## config.mk

```make
export PLATFORM = sky130hd
export DESIGN_NAME = wb_demux
export DESIGN_NICKNAME = d
export VERILOG_FILES = /design/src/rtl/wb_demux.sv
export SDC_FILE = /design/constraint.sdc
export NUM_CORES = 1
export LEC_CHECK = 0
export CORE_UTILIZATION = 45
export DETAILED_ROUTE_END_ITERATION = 7
export GPL_TIMING_DRIVEN = 1
export HOLD_SLACK_MARGIN = 0.1
export PLACE_DENSITY_LB_ADDON = 0.1
export SYNTH_ARGS = -nofsm -noshare
export SYNTH_HDL_FRONTEND = slang
export SYNTH_SLANG_ARGS = --single-unit
```

## constraint.sdc

```tcl
create_clock -name clk -period 2.9 [get_ports clk]
set_input_delay 0.58 -clock clk [delete_from_list [all_inputs] [get_ports clk]]
set_output_delay 0.58 -clock clk [all_outputs]
set_load 0.01 [all_outputs]
```

## src/rtl/wb_demux.sv

```systemverilog
// Write-back demultiplexer: a 2-entry in-order buffer drained one entry per
// permitted cycle into six registered destinations. Optional macro: WB_DEMUX_ERR_EN.
module wb_demux #(
    parameter int DEPTH = 2
) (
    input  logic        clk,
    input  logic        rst_n,
    input  logic [15:0] in_data,
    input  logic [2:0]  in_dest,
    input  logic        in_valid,
    output logic        in_ready,
    input  logic        drain_en,
    output logic [15:0] out0,
    output logic [15:0] out1,
    output logic [15:0] out2,
    output logic [15:0] out3,
    output logic [15:0] out4,
    output logic [15:0] out5,
    output logic [5:0]  ld,
    output logic        busy,
    output logic        err
);
    localparam int CW = $clog2(DEPTH + 1);
    localparam int PW = $clog2(DEPTH);

    logic [15:0]   r_mem_data [DEPTH];
    logic [2:0]    r_mem_dest [DEPTH];
    logic [PW-1:0] r_wptr;
    logic [PW-1:0] r_rptr;
    logic [CW-1:0] r_cnt;
    logic [15:0]   r_out [6];
    logic [5:0]    r_ld;

    logic          w_enq;
    logic          w_deq;
    logic [15:0]   w_head_data;
    logic [2:0]    w_head_dest;
    logic          w_head_ok;

    // Readiness is forced low during reset so nothing is taken in that cycle.
    assign in_ready    = rst_n && (r_cnt < CW'(DEPTH));
    assign w_enq       = in_valid && in_ready;
    assign w_deq       = drain_en && (r_cnt != '0);
    assign w_head_data = r_mem_data[r_rptr];
    assign w_head_dest = r_mem_dest[r_rptr];
    assign w_head_ok   = (w_head_dest < 3'd6);

    // Storage needs no reset: entries only become visible through r_cnt.
    always_ff @(posedge clk) begin
        if (w_enq) begin
            r_mem_data[r_wptr] <= in_data;
            r_mem_dest[r_wptr] <= in_dest;
        end
    end

    always_ff @(posedge clk) begin
        if (!rst_n) begin
            r_wptr <= '0;
            r_rptr <= '0;
            r_cnt  <= '0;
            r_ld   <= '0;
            for (int i = 0; i < 6; i++) r_out[i] <= '0;
        end else begin
            r_ld <= '0;
            if (w_enq) r_wptr <= r_wptr + 1'b1;
            if (w_deq) begin
                r_rptr <= r_rptr + 1'b1;
                if (w_head_ok) begin
                    r_out[w_head_dest] <= w_head_data;
                    r_ld               <= 6'd1 << w_head_dest;
                end
            end
            if (w_enq && !w_deq)      r_cnt <= r_cnt + 1'b1;
            else if (!w_enq && w_deq) r_cnt <= r_cnt - 1'b1;
        end
    end

`ifdef WB_DEMUX_ERR_EN
    logic r_err;
    always_ff @(posedge clk) begin
        if (!rst_n)                       r_err <= 1'b0;
        else if (w_deq && !w_head_ok)     r_err <= 1'b1;
    end
    assign err = r_err;
`else
    assign err = 1'b0;
`endif

    assign out0 = r_out[0];
    assign out1 = r_out[1];
    assign out2 = r_out[2];
    assign out3 = r_out[3];
    assign out4 = r_out[4];
    assign out5 = r_out[5];
    assign ld   = r_ld;
    assign busy = (r_cnt != '0);
endmodule

```

==> flow_metrics.env <==
export IMPL_outcome="complete, but fails checks"
export IMPL_violations="DRC"
export IMPL_worstSkewPairLatency_ns=0.41
export IMPL_synthDistinctLibCells=38
export IMPL_cts_tree="yes"
export IMPL_ios=128
export IMPL_setup_tns_ns=0
export IMPL_fmax_ghz=0.398
export IMPL_finClkSkew_ns=0.0133
export IMPL_area_growth_pct=36.1
export IMPL_wl_per_cell_um=17.5
export IMPL_final_core_util=0.641
export IMPL_dp_hpwl_um=7770
export IMPL_start_kind="input port"
export IMPL_ir_drop_v=0.000401
export IMPL_synthMuxAreaShare=0.0371
export IMPL_yosysWarnings=0
export IMPL_design_core_area_um2=11600
export IMPL_rows=39
export IMPL_ys_top_cells_by_area="edfxtp_1, nor2_1, dfxtp_1"
export IMPL_portBuffers=126
export IMPL_yosysTopAreaCell="edfxtp_1"
export IMPL_postCtsSetupBuffers=0
export IMPL_hold_path_class="reg -> reg"
export IMPL_syn_inst=341
export IMPL_die_h_um=112
export IMPL_ys_top_cells_by_count="edfxtp_1, nor2_1, nor3_1, nand2_1, mux2_2"
export IMPL_synth_top_area_frac=0.736
export IMPL_via_per_inst=4.95
export IMPL_cap_violations=0
export IMPL_drcViolationCount=11
export IMPL_layout_drive_gt1_share=0.159
export IMPL_clock_root_buffer="clkbuf_16"
export IMPL_clock_path_buffers=2
export IMPL_synth_edf_count=134
export IMPL_synth_most_common_cell="edfxtp_1"
export IMPL_slew_limit_headroom=0.482
export IMPL_rsz0062_at_grt="no"
export IMPL_yosys_area_share_simple=0.117
export IMPL_overflow=0
export IMPL_synthesis_nets=365
export IMPL_avgSynthCellArea_um2=16.0
export IMPL_h_tree_depth=4
export IMPL_ys_seq_elements=145
export IMPL_final_period_utilization=0.866
export IMPL_worst_ep_required_time_ns=2.32
export IMPL_syn_area_um2=5470
export IMPL_grt_pass1_wl_um=18000
export IMPL_max_slew_worst_pin_slew_ns=0.777
export IMPL_slew_viol_final=0
export IMPL_p_leak_nw=2.56
export IMPL_nNetsFinal=507
export IMPL_synth_xor_area_share=0.00640
export IMPL_cts_resized=0
export IMPL_cts_made_buffers=17
export IMPL_critPathMaxFanout=5
export IMPL_r2r_cells=5
export IMPL_ys_flop_type="edfxtp_1"
export IMPL_finalSetupViolCount=0
export IMPL_hold_viol_final=0
export IMPL_cts_hold_buffers_added=0
export IMPL_cp_arrival_ns=1.93
export IMPL_grt_max_degree=51
export IMPL_ant_nets=0
export IMPL_antenna_found_initial=0
export IMPL_synth_adder_area_share=0.00229
export IMPL_powerDensity_nw_per_um2=768
export IMPL_cts_sink_count=145
export IMPL_path_clk_slew_ns=0.06
export IMPL_routed_wl_um=11200
export IMPL_die_w_um=112
export IMPL_critPathCaptureType="primary output"
export IMPL_grt_pass1_vias=3244
export IMPL_async_flop_share=0
export IMPL_holdWs_ns=0.508
export IMPL_track_usage=0.195
export IMPL_r2r_setup_slack_ns=0.60
export IMPL_nFillCells=878
export IMPL_start_util=0.471
export IMPL_synth_seq_area_share=0.776
export IMPL_critPathKind="in -> out"
export IMPL_finalCriticalPeriod_ns=2.51
export IMPL_drtIter0Drc=166
export IMPL_synth_compound_area_share=0.0290
export IMPL_synth_top_family_by_area="simple AND/OR/NAND/NOR gates"
export IMPL_firstDrtPassIters=7
export IMPL_n_antenna_cell=0
export IMPL_gp_congestion=0.715
export IMPL_num_vias=3165
export IMPL_worst_hold_path_num_cells=2
export IMPL_die_area_um2=12600
## logic make-up after synthesis
family                   after synthesis
flip-flops                           145
AO/OA/AOI/OAI                         16
buffers and inverters                 20
other                                  1
AND/OR/NAND/NOR                      137
XOR/XNOR                               4
adder cells (fa/ha/maj)                1
multiplexers                          17
## worst max-delay path, stage by stage
cell	delay, ns
clkdlybuf4s50_1	0.55
nor2b_1	0.23
clkdlybuf4s50_1	0.57
## area by class of cell
class	count	area, µm²	area share
Sequential cell	145	4240	0.570
Timing Repair Buffer	141	1370	0.185
Multi-Input combinational cell	176	1070	0.144
Clock buffer	18	429	0.0576
Tap cell	143	179	0.0240
Clock inverter	14	140	0.0188
Inverter	2	7.51	0.00101
## report_power, final
part	internal, W	switching, W	leakage [nW]	total [W]
logic	0.000457	0.000590	0.865	0.00105
registers	0.00250	0.0000934	1.43	0.00259
clock network	0.00126	0.000820	0.270	0.00208
## registers in the layout, summed over array words and instances (netlist names), named ones only
register and cells:
r_wptr 1, r_out 96, r_mem_data 32, r_cnt 2
r_mem_dest 6, r_rptr 1, ld 6
## layout by cell type (no fill, tap or decap), types with 2 or more instances in the layout
cell type,count
buf_4,15
clkinv_4,2
xor2_1,3
nor3_2,2
o31ai_2,3
nor3_1,33
clkdlybuf4s50_1,126
nor2_1,72
dfxtp_1,11
clkinv_2,4
edfxtp_1,134
bufinv_16,2
clkinvlp_4,4
o21ai_0,2
inv_1,2
o21ai_1,2
clkbuf_16,17
o21ai_2,2
mux2_2,16
nand2_1,17
nor2b_1,3
## stage by stage
step           worst slack (ns)  instance area, µm²  total power (W)  cells
2_1_floorplan             0.202                5470          0.00332    341
3_3_place_gp              0.421                6880          0.00367    607
3_5_place_dp              0.393                6880          0.00369    607
4_1_cts                   0.383                7440          0.00577    639
5_1_grt                   0.299                7440          0.00597    639
6_report                  0.390                7440          0.00572    639
## per-layer routing
layer,GRT usage,part of all wire,vias up
met4,0.0747,0.012,0
met3,0.0551,0.062,9
met2,0.303,0.49,109
li1,-,-,1532
met5,0,0,-
met1,0.264,0.44,1515
## final timing paths
| path | from | endpoint |
|---|---|---|
| hold reg to reg | r_rptr | register |
| setup / recovery | rst_n | in_ready |
| setup reg to reg | register | r_out[0][6] |
| hold / removal | r_rptr | register |
Power figures use the tool's default switching activity.
